<file path="src/rtl/mips_mc_ctrl.sv">
// Multi-cycle MIPS control unit.
// Steps each instruction through fetch, decode, execute, memory and writeback
// states, and drives the datapath strobes for the current state.
module mips_mc_ctrl #(
  parameter logic [3:0]  RESET_STATE = 4'd0,
  parameter int unsigned CNT_W       = 32
) (
  input  logic             clk,
  input  logic             rst,
  input  logic [5:0]       opcode,
  input  logic [5:0]       funct,
  input  logic             zero,
  output logic [3:0]       ALUcontrol,
  output logic             RegWrite,
  output logic             MemtoReg,
  output logic             MemWrite,
  output logic             Branch,
  output logic             IorD,
  output logic             IRWrite,
  output logic             RegDst,
  output logic             ALUSrcA,
  output logic [1:0]       ALUSrcB,
  output logic [1:0]       PCSrc,
  output logic             pc_en,
  output logic             illegal,
  output logic [3:0]       state,
  output logic [CNT_W-1:0] retired
);

  localparam logic [3:0] StFetch  = 4'd0;
  localparam logic [3:0] StDecode = 4'd1;
  localparam logic [3:0] StMemAdr = 4'd2;
  localparam logic [3:0] StMemRd  = 4'd3;
  localparam logic [3:0] StMemWb  = 4'd4;
  localparam logic [3:0] StMemWr  = 4'd5;
  localparam logic [3:0] StRtEx   = 4'd6;
  localparam logic [3:0] StRtWb   = 4'd7;
  localparam logic [3:0] StBeq    = 4'd8;
  localparam logic [3:0] StAddiEx = 4'd9;
  localparam logic [3:0] StAddiWb = 4'd10;
  localparam logic [3:0] StJmp    = 4'd11;

  localparam logic [5:0] OpRtype = 6'b000000;
  localparam logic [5:0] OpLw    = 6'b100011;
  localparam logic [5:0] OpSw    = 6'b101011;
  localparam logic [5:0] OpBeq   = 6'b000100;
  localparam logic [5:0] OpAddi  = 6'b001000;
  localparam logic [5:0] OpJ     = 6'b000010;

  localparam logic [3:0] AluAnd = 4'b0000;
  localparam logic [3:0] AluOr  = 4'b0001;
  localparam logic [3:0] AluAdd = 4'b0010;
  localparam logic [3:0] AluSub = 4'b0110;
  localparam logic [3:0] AluSlt = 4'b0111;

  logic [3:0] state_d;
  logic       dec_illegal;
  logic       retire;
  logic [3:0] rt_alu;
  logic       rt_ok;
  logic       pc_write;

  // R-type funct decode, shared by next-state and ALU control.
  always_comb begin
    rt_ok  = 1'b1;
    rt_alu = AluAnd;
    case (funct)
      6'b100000: rt_alu = AluAdd;
      6'b100010: rt_alu = AluSub;
      6'b100100: rt_alu = AluAnd;
      6'b100101: rt_alu = AluOr;
      6'b101010: rt_alu = AluSlt;
      default:   rt_ok  = 1'b0;
    endcase
  end

  // Next-state selection and illegal-instruction detection.
  always_comb begin
    state_d     = StFetch;
    dec_illegal = 1'b0;
    retire      = 1'b0;
    case (state)
      StFetch:  state_d = StDecode;
      StDecode: begin
        case (opcode)
          OpRtype:    state_d = StRtEx;
          OpLw, OpSw: state_d = StMemAdr;
          OpBeq:      state_d = StBeq;
          OpAddi:     state_d = StAddiEx;
          OpJ:        state_d = StJmp;
          default:    dec_illegal = 1'b1;
        endcase
      end
      StMemAdr: begin
        // Opcode is re-sampled here; anything but lw/sw is treated as illegal.
        if (opcode == OpLw)      state_d = StMemRd;
        else if (opcode == OpSw) state_d = StMemWr;
        else                     dec_illegal = 1'b1;
      end
      StMemRd:  state_d = StMemWb;
      StRtEx: begin
        if (rt_ok) state_d = StRtWb;
        else       dec_illegal = 1'b1;
      end
      StAddiEx: state_d = StAddiWb;
      StMemWb, StMemWr, StRtWb, StBeq, StAddiWb, StJmp: retire = 1'b1;
      default:  dec_illegal = 1'b1;
    endcase
  end

  // State register and retired-instruction counter.
  always_ff @(posedge clk) begin
    if (rst) begin
      state   <= RESET_STATE;
      retired <= '0;
    end else begin
      state <= state_d;
      if (retire) retired <= retired + CNT_W'(1);
    end
  end

  // Moore strobes per state; reset masks every enable and the ALU op.
  always_comb begin
    ALUcontrol = AluAnd;
    RegWrite   = 1'b0;
    MemtoReg   = 1'b0;
    MemWrite   = 1'b0;
    Branch     = 1'b0;
    IorD       = 1'b0;
    IRWrite    = 1'b0;
    RegDst     = 1'b0;
    ALUSrcA    = 1'b0;
    ALUSrcB    = 2'b00;
    PCSrc      = 2'b00;
    pc_write   = 1'b0;
    case (state)
      StFetch: begin
        IRWrite    = 1'b1;
        ALUSrcB    = 2'b01;
        ALUcontrol = AluAdd;
        pc_write   = 1'b1;
      end
      StDecode: begin
        ALUSrcB    = 2'b11;
        ALUcontrol = AluAdd;
      end
      StMemAdr, StAddiEx: begin
        ALUSrcA    = 1'b1;
        ALUSrcB    = 2'b10;
        ALUcontrol = AluAdd;
      end
      StMemRd:  IorD = 1'b1;
      StMemWb: begin
        MemtoReg = 1'b1;
        RegWrite = 1'b1;
      end
      StMemWr: begin
        IorD     = 1'b1;
        MemWrite = 1'b1;
      end
      StRtEx: begin
        ALUSrcA    = 1'b1;
        ALUcontrol = rt_alu;
      end
      StRtWb: begin
        RegDst   = 1'b1;
        RegWrite = 1'b1;
      end
      StBeq: begin
        ALUSrcA    = 1'b1;
        ALUcontrol = AluSub;
        Branch     = 1'b1;
        PCSrc      = 2'b01;
      end
      StAddiWb: RegWrite = 1'b1;
      StJmp: begin
        PCSrc    = 2'b10;
        pc_write = 1'b1;
      end
      default: ;
    endcase
    illegal = dec_illegal;
    pc_en   = pc_write | (Branch & zero);
    if (rst) begin
      ALUcontrol = AluAnd;
      RegWrite   = 1'b0;
      MemWrite   = 1'b0;
      IRWrite    = 1'b0;
      Branch     = 1'b0;
      illegal    = 1'b0;
      pc_en      = 1'b0;
    end
  end

endmodule
</file>
<file path="config.mk">
export PLATFORM = sky130hd
export DESIGN_NAME = mips_mc_ctrl
export DESIGN_NICKNAME = d
export VERILOG_FILES = /design/src/rtl/mips_mc_ctrl.sv
export SDC_FILE = /design/constraint.sdc
export NUM_CORES = 1
export LEC_CHECK = 0
export ABC_AREA = 1
export CORE_UTILIZATION = 49
export CTS_BUF_LIST = sky130_fd_sc_hd__clkbuf_2 sky130_fd_sc_hd__clkbuf_4 sky130_fd_sc_hd__clkbuf_8
export CTS_CLUSTER_SIZE = 16
export DETAILED_ROUTE_END_ITERATION = 10
export PLACE_DENSITY = 0.83
export SLEW_MARGIN = 20
export SYNTH_ARGS = -nofsm -noshare
export SYNTH_HDL_FRONTEND = slang
export SYNTH_SLANG_ARGS = --single-unit
</file>
<file path="constraint.sdc">
create_clock -name clk -period 1.75 [get_ports clk]
set_input_delay 0.35 -clock clk [delete_from_list [all_inputs] [get_ports clk]]
set_output_delay 0.35 -clock clk [all_outputs]
set_load 0.005 [all_outputs]
</file>
# [After elaboration in Yosys (flattened, before gate mapping)]
# Index checks and enable logic that the tools add are counted.
[totals] wordCells=71 out_inout_bits=54 in_bits=15 ff_bits=36
[op_classes] n_mux=32 bitwise=2 add_sub_neg=1 n_reduce_logical=13 eq_ne=21
[ops] op="$eq A6 B6 Y1 const B" n=7
[ops] op="$add A32 B1 Y32 const B" n=1
[ops] op="$pmux W4 S6" n=1
[ops] op="$mux W1" n=21
[ops] op="$pmux W4 S5" n=1
[ops] op="$eq A4 B3 Y1 const B" n=4
[ops] op="$eq A4 B4 Y1 const B" n=4
[ops] op="$pmux W3 S4" n=1
[ops] op="$pmux W4 S3" n=1
[ops] op="$reduce_or A6 Y1" n=2
[ops] op="$mux W3" n=3
[ops] op="$reduce_or A9 Y1" n=1
[ops] op="$eq A4 B2 Y1 const B" n=2
[ops] op="$reduce_or A2 Y1" n=4
[ops] op="$reduce_or A4 Y1" n=2
[ops] op="$eq A6 B2 Y1 const B" n=1
[ops] op="$eq A6 B3 Y1 const B" n=1
[ops] op="$eq A6 B4 Y1 const B" n=1
[ops] op="$logic_not A6 Y1" n=1
[ops] op="$pmux W2 S3" n=1
[ops] op="$reduce_or A5 Y1" n=1
[ops] op="$eq A4 B1 Y1 const B" n=1
[ops] op="$logic_not A4 Y1" n=1
[ops] op="$mux W4" n=1
[ops] op="other kinds (5)" n=5

# [Depth between registers and ports, before layout]
# Gate-level depths: netlist of run 1.
[depth] ltp_word=6 mapped_depth=11 mapped_depth_nobuf=11

# [Least setup slack after synthesis of run 1]
# OpenSTA, ideal clock, no wires.
[synth_path] path_type="register -> register" startpoint="register retired[0]" endpoint="register retired[26]" slack_ns=0.183 period_less_slack_ns=1.567 setup_ns=0.128 path_stages_with_launch=11 required_ns=1.622 t_arrival_ns=1.440 n_path_buf=0 cell_sequence="dfxtp_1 -> ha_1 -> nand2_1 -> nor2_1 -> nand2_1 -> nor2_1 -> nand2_1 -> nor2_4 -> nand3_1 -> nand2_1 -> nor2_1"
[synth_between] elab_chain_cells=1
[synth_rtl] element="from (decl)" line_no="27" source="output logic [CNT_W-1:0] retired"
[synth_rtl] element="from (signal assigned)" line_no="118" source="if (retire) retired <= retired + CNT_W'(1);"
[synth_rtl] element="$add A32 B1 Y32" line_no="118"
# No other way between the ends.
# A chain may end at the register's enable or synchronous reset.

# [Final worst setup path of run 1]
[layout_path] startpoint="register state[3]" endpoint="register retired[22]"
[layout_between] elab_chain_cells=3 word_cells_on_any_way=8 cone_classes="eq/ne: 6; mux: 1; reduce/logical: 1"
[layout_rtl] element="from (decl)" line_no="26" source="output logic [3:0] state,"
[layout_rtl] element="from (signal assigned)" line_no="117" source="state <= state_d;"
[layout_rtl] element="$eq A4 B4 Y1 or $eq A4 B3 Y1 (tied branches)" line_no="82" source="case (state)"
[layout_rtl] element="$reduce_or A6 Y1 *"
[layout_rtl] element="$mux W1 *" line_no="82"
# Mark *: on every way between the ends. The rest lies on a longest branch, timed or not.

==> flow_summary.json, run 1 <==
{
  "wl_per_cell_um": 15.3,
  "boundaryPins": 69,
  "clock-skew-final_ps": 6.70,
  "firstDrtPassIters": 7,
  "cp_data_required_time_ps": 1940,
  "timing.critical_path.to_type": "register",
  "crit_path_start_kind": "register",
  "drt-total-wl_um": 8740,
  "drive_above_1_share_pct": 31.5,
  "rsz_0062_raised_after_global_routing": "yes",
  "tritoncts": "yes",
  "final_common_cell": "nand2_1",
  "num-nets-final": 535,
  "hold_slack_ps": 485,
  "detail-route-antenna-nets": 0,
  "mostFrequentLayoutCells": "nand2_1, nor2_1, buf_4",
  "worst_skew_pair_latency_ps": 300,
  "antenna_cells": 0,
  "setup_ws_ps": -188,
  "clock_sinks": 36,
  "cts.htree.levels": 2,
  "synth.yosys.warnings": 0,
  "preCtsSetupSlack_ps": -654,
  "route.detailed.drc": 0,
  "cts-root-to-sink-buffers": 2,
  "routed_via_density": 5.56,
  "clock_edge_transition_at_the_registers_on_the_reported_setup_and_hold_paths_ps": 80,
  "io_buffer_count": 67,
  "post_synth.cell_area_avg_um2": 5.91,
  "start_util_pct": 51.8,
  "via_count_of_the_first_global_routing_pass": 2837,
  "pin_count_of_the_biggest_net_entering_global_routing": 15,
  "synth.net_count": 403,
  "postCtsHoldBufs": 0,
  "fin_cells": 572,
  "ctsRootBufferMaster": "clkbuf_8",
  "synth_area_um2": 2290,
  "postSynthRegisterBits": 36,
  "post_dp_cell_area_um2": 3330,
  "cp_data_arrival_time_ps": 2130,
  "power_leakage_nw": 1.66,
  "result_of_the_run": "complete, but fails checks",
  "failing_checks": "setup timing",
  "period_minus_slack_ps": 1940,
  "gr-usage-all-layers_pct": 29.9,
  "power.density_cell_area_nw_per_um2": 438,
  "max_cap_viol_count": 0,
  "drt_iter0_drc": 212,
  "fp-row-count": 24,
  "final_design_area_no_fill_um2": 3820,
  "wire_length_of_the_first_global_routing_pass_um": 12000,
  "synthToLayoutAreaGrowth_pct": 67.3,
  "die_h_um": 70.3,
  "crit_fanout": 6,
  "numCtsBuffers": 5,
  "report.final.hold_viol_count": 0,
  "min_period_over_period_pct": 111,
  "design.die.area_um2": 4940,
  "fin_tns_setup_ps": -1930,
  "layout.core_utilization_pct": 86.6,
  "fmaxAchievable_ghz": 0.516,
  "power_mw": 1.67,
  "grt_antenna_before_repair": 0,
  "timing_max_transition_violations_final": 0,
  "critical_path_class": "reg2reg",
  "dp.final_hpwl_um": 5330,
  "finalWeightedCongestion": 0.868,
  "coreArea_um2": 4410,
  "via_count": 3181,
  "final_setup_violation_count": 23,
  "synth_seq_area_share_pct": 31.5,
  "dp_cells": 544,
  "die_x_um": 70.3,
  "post_synth_inst_count": 387,
  "grt.overflow.total": 0,
  "netlist-cell-type-count": 32,
  "ir_worst_vdd_v": 0.000725,
  "min-delay-path-class": "reg2reg"
}
-- critical path, stage by stage, from the launching register on --
cell and delay (ps):
dfxtp_2 340, buf_4 150, nor2_4 160, buf_6 130
buf_4 100, nand2_2 60, nand2_4 110, buf_6 100
buf_6 120, nand3_4 70, nor2_4 160, buf_6 120
nand2_1 60, nand2_1 90, nor2_1 50
-- synth_stat cells --
| cell | n | share of area [%] |
|---|---|---|
| xnor2_1 | 1 | 0.38 |
| xor2_1 | 2 | 0.77 |
| nand3_4 | 1 | 0.77 |
| a21oi_1 | 20 | 4.4 |
| buf_6 | 1 | 0.49 |
| conb_1 | 1 | 0.16 |
| buf_4 | 1 | 0.33 |
| o21a_1 | 1 | 0.33 |
| nand4_1 | 15 | 4.1 |
| nor3b_1 | 2 | 0.66 |
| a211oi_1 | 2 | 0.66 |
| o21ai_0 | 13 | 2.8 |
| or2_2 | 1 | 0.27 |
| dfxtp_1 | 36 | 32 |
| buf_1 | 1 | 0.16 |
| nand2_2 | 2 | 0.55 |
| a22oi_1 | 1 | 0.33 |
| a31oi_1 | 2 | 0.55 |
| ha_1 | 1 | 0.55 |
| o21bai_1 | 2 | 0.66 |
| o211ai_1 | 1 | 0.33 |
| nor3_1 | 8 | 1.8 |
| inv_1 | 58 | 9.5 |
| a21boi_0 | 1 | 0.33 |
| buf_2 | 1 | 0.22 |
| nor2_4 | 3 | 1.5 |
| nor2_1 | 80 | 13 |
| nand2_1 | 99 | 16 |
| clkbuf_1 | 3 | 0.49 |
| and2_1 | 1 | 0.27 |
| nand3_1 | 25 | 5.5 |
| nor4_1 | 1 | 0.27 |
-- timing repair --
action	CTS	global route
buffers inserted	7	13
endpoints found under the setup margin	17	30
resized for setup	116	66
pin swaps	29	30
hold endpoints to repair	0	0
-- per-layer routing --
metal / vias up / global-route usage, % / share of wire, %
li1: 1490 / - / -
met1: 1470 / 33.0 / 37
met2: 187 / 53.4 / 52
met3: 34 / 6.06 / 7.8
met4: 0 / 15.8 / 3.1
met5: - / 0 / 0
-- final timing paths --
check	end	slack, ps	startpoint	depth (start not counted)
worst min-delay path	retired[7]$_SDFFE_PP0P_	490	retired[7]$_SDFFE_PP0P_	2
worst max-delay path	retired[22]$_SDFFE_PP0P_	-190	state[3]$_SDFF_PP0_	14
worst min register to register	retired[7]$_SDFFE_PP0P_	490	retired[7]$_SDFFE_PP0P_	2
worst max register to register	retired[22]$_SDFFE_PP0P_	-190	state[3]$_SDFF_PP0_	14
-- final cells by class --
| class | instances | area [µm²] |
|---|---|---|
| multi-input cells | 286 | 1570 |
| well taps | 52 | 65.1 |
| inverters | 58 | 231 |
| repair buffers | 132 | 1130 |
| flip-flops and latches | 36 | 733 |
| clock buffers | 6 | 82.6 |
| clock inverters | 2 | 10.0 |
| fillers | 234 | 591 |
-- logic make-up after synthesis --
group | synth area share, %
flip-flops | 31.5
other | 0.164
AO/OA/AOI/OAI | 10.4
buffers and inverters | 11.2
adder cells (fa/ha/maj) | 0.547
AND/OR/NAND/NOR | 45.0
XOR/XNOR | 1.15
-- flip-flops by register name (all words and copies together), names as in the netlist --
name / count
state: 4
retired: 32
-- report_power, final --
| part | leakage, nW | switching (mW) | internal [mW] |
|---|---|---|---|
| clock | 0.0510 | 0.321 | 0.314 |
| sequential | 0.294 | 0.00474 | 0.820 |
| combinational | 1.31 | 0.114 | 0.0991 |
Note: power is estimated with default switching activity, not from simulation.
==> run 2, diff against run 1 <==
HOLD_SLACK_MARGIN = 0.15   (was default)
==> results of run 2 <==
Final layout, timing and power as in run 1 (identical DEF).
==> run 3, diff against run 2 <==
CORE_ASPECT_RATIO = 0.9   (was default)
clock period = 1.85 ns   (was 1.75 ns; I/O delays follow)
==> run 3 against run 2 <==
Compared with the run above: the flow still finishes with violations (setup timing); cell area decreased by 1.2%; count of clock-buffer cells in the layout is 1 higher; final cell count rose by 1.6%; global-route usage up 3.8 points; worst setup slack improved by 88 ps; via count rose by 7.2%; routed wire length grew 14%; first-iteration DRC count rose by 87%; sequential power fell by 5.3%; clock skew fell by 2.5 ps; total power is 5.3% higher; register-to-register slack improved by 130 ps; critical path type is now reg2out; largest cell class unchanged.
==> flow_summary.json, run 3 (same netlist as run 1, synthesis figures left out) <==
{
  "cp_data_arrival_time_ps": 1580,
  "top_regs": "retired (32), state (4)",
  "met3_usage_pct": 6.05,
  "final_design_area_no_fill_um2": 3780,
  "power_leakage_nw": 1.63,
  "worst_skew_pair_latency_ps": 300,
  "synthToLayoutAreaGrowth_pct": 65.3,
  "antenna_cells": 0,
  "clock_sinks": 36,
  "fillers": 255,
  "min_period_over_period_pct": 105,
  "worst_path_cell_chain": "inv_2 -> nand2_1 -> buf_4 -> nor2_4 -> a22oi_1 -> nand2_1 -> nor2_1 -> nor2_1 -> buf_2",
  "dp.final_hpwl_um": 5410,
  "largest-register": "retired",
  "max_cap_viol_count": 0,
  "via_count": 3409,
  "dp_cells": 549,
  "hold_slack_ps": 495,
  "ir_worst_vdd_v": 0.000420,
  "io_buffer_count": 67,
  "finalWeightedCongestion": 0.838,
  "start_util_pct": 51.2,
  "slowest_delay_ps": 400,
  "wl_per_cell_um": 17.1,
  "die_h_um": 66.8,
  "gr-usage-all-layers_pct": 33.7,
  "fin_cells": 581,
  "slowest_stage": "dfxtp_4",
  "power.density_cell_area_nw_per_um2": 466,
  "firstDrtPassIters": 5,
  "number_of_flip_flops_under_the_largest_register_name": 32,
  "ctsRootBufferMaster": "clkbuf_8",
  "clock_edge_transition_at_the_registers_on_the_reported_setup_and_hold_paths_ps": 80,
  "via_count_of_the_first_global_routing_pass": 2936,
  "final_setup_violation_count": 8,
  "drt-total-wl_um": 9940,
  "failing_checks": "setup timing",
  "drt_iter0_drc": 396,
  "fin_tns_setup_ps": -522,
  "grt.overflow.total": 0,
  "num-nets-final": 534,
  "design.die.area_um2": 4940,
  "layout.core_utilization_pct": 84.7,
  "cp_data_required_time_ps": 1480,
  "pin_count_of_the_biggest_net_entering_global_routing": 16,
  "critical_path_class": "reg2out",
  "setup_ws_ps": -99.6,
  "route.detailed.drc": 0,
  "tritoncts": "yes",
  "die_x_um": 74.0,
  "grt.met1_usage_pct": 37.7,
  "cts-root-to-sink-buffers": 2,
  "post_dp_cell_area_um2": 3310,
  "crit_fanout": 4,
  "timing_max_transition_violations_final": 0,
  "cts.htree.levels": 2,
  "min-delay-path-class": "reg2reg",
  "detail-route-antenna-nets": 0,
  "crit_path_start_kind": "register",
  "boundaryPins": 69,
  "report.final.hold_viol_count": 0,
  "drive_above_1_share_pct": 27.9,
  "mostFrequentLayoutCells": "nand2_1, nor2_1, buf_4",
  "grt_antenna_before_repair": 0,
  "coreArea_um2": 4460,
  "clock-skew-final_ps": 4.25,
  "preCtsSetupSlack_ps": -564,
  "final_common_cell": "nand2_1",
  "global_route.peak_usage_layer": "met2",
  "result_of_the_run": "complete, but fails checks",
  "postCtsHoldBufs": 0,
  "rsz_0062_raised_after_global_routing": "yes",
  "fp-row-count": 23,
  "numCtsBuffers": 5,
  "wire_length_of_the_first_global_routing_pass_um": 12700,
  "gr-usage-met2_pct": 59.7,
  "routed_via_density": 5.87,
  "fmaxAchievable_ghz": 0.513,
  "power_mw": 1.76,
  "period_minus_slack_ps": 1950,
  "timing.critical_path.to_type": "output port"
}
## run 3: changes by cell type in the layout (fill, tap and decap cells not counted), sizes merged, moves of 2 or more
cell / delta
buf: -5
clkbuf: +3
dlygate4sd2: +3
clkinv: -2
## run 3: path summary, 6_finish.rpt
| kind | slack (ps) | to | cells past startpoint | startpoint |
|---|---|---|---|---|
| max | -100 | illegal | 9 | state[0]$_SDFF_PP0_ |
| min | 500 | retired[7]$_SDFFE_PP0P_ | 2 | retired[7]$_SDFFE_PP0P_ |
| max reg2reg | -60 | retired[4]$_SDFFE_PP0P_ | 12 | state[3]$_SDFF_PP0_ |
| min reg2reg | 500 | retired[7]$_SDFFE_PP0P_ | 2 | retired[7]$_SDFFE_PP0P_ |
## run 3: report_power, final
part           internal (mW)  switching [mW]  leakage [nW]
Combinational         0.0905           0.108          1.27
Clock                  0.476           0.307        0.0645
Sequential             0.775         0.00630         0.293
Total                   1.34           0.421          1.63
## run 3: layout make-up
cell class	instances	area [µm²]	share of cell area (%)
tap	62	77.6	2.05
clock inverter	1	30.0	0.795
timing repair buffer	131	1110	29.4
inverter	58	229	6.06
sequential	36	733	19.4
multi-input combinational	286	1500	39.8
clock buffer	7	96.3	2.55
## run 3: timing repair
| action | CTS | global route |
|---|---|---|
| pin swaps | 14 | 17 |
| gates resized for setup | 85 | 60 |
| setup endpoints to repair | 17 | 36 |
| setup buffers | 8 | 17 |
| endpoints found under the hold margin | 0 | 0 |
## run 3: worst max-delay path: cells and delay by family, from the launching register on
family	cells	cell delay (ps)
and+or+nand+nor	5	350
AOI/OAI and AO/OA	1	230
buffers and inverters	3	310
DFF	1	400
## run 3: routing by layer
metal,vias up,wire length [µm],share of wire (%)
met4,0,755,7.6
met3,103,881,8.9
met5,-,0,0
li1,1498,-,-
met1,1515,3620,36
met2,293,4680,47
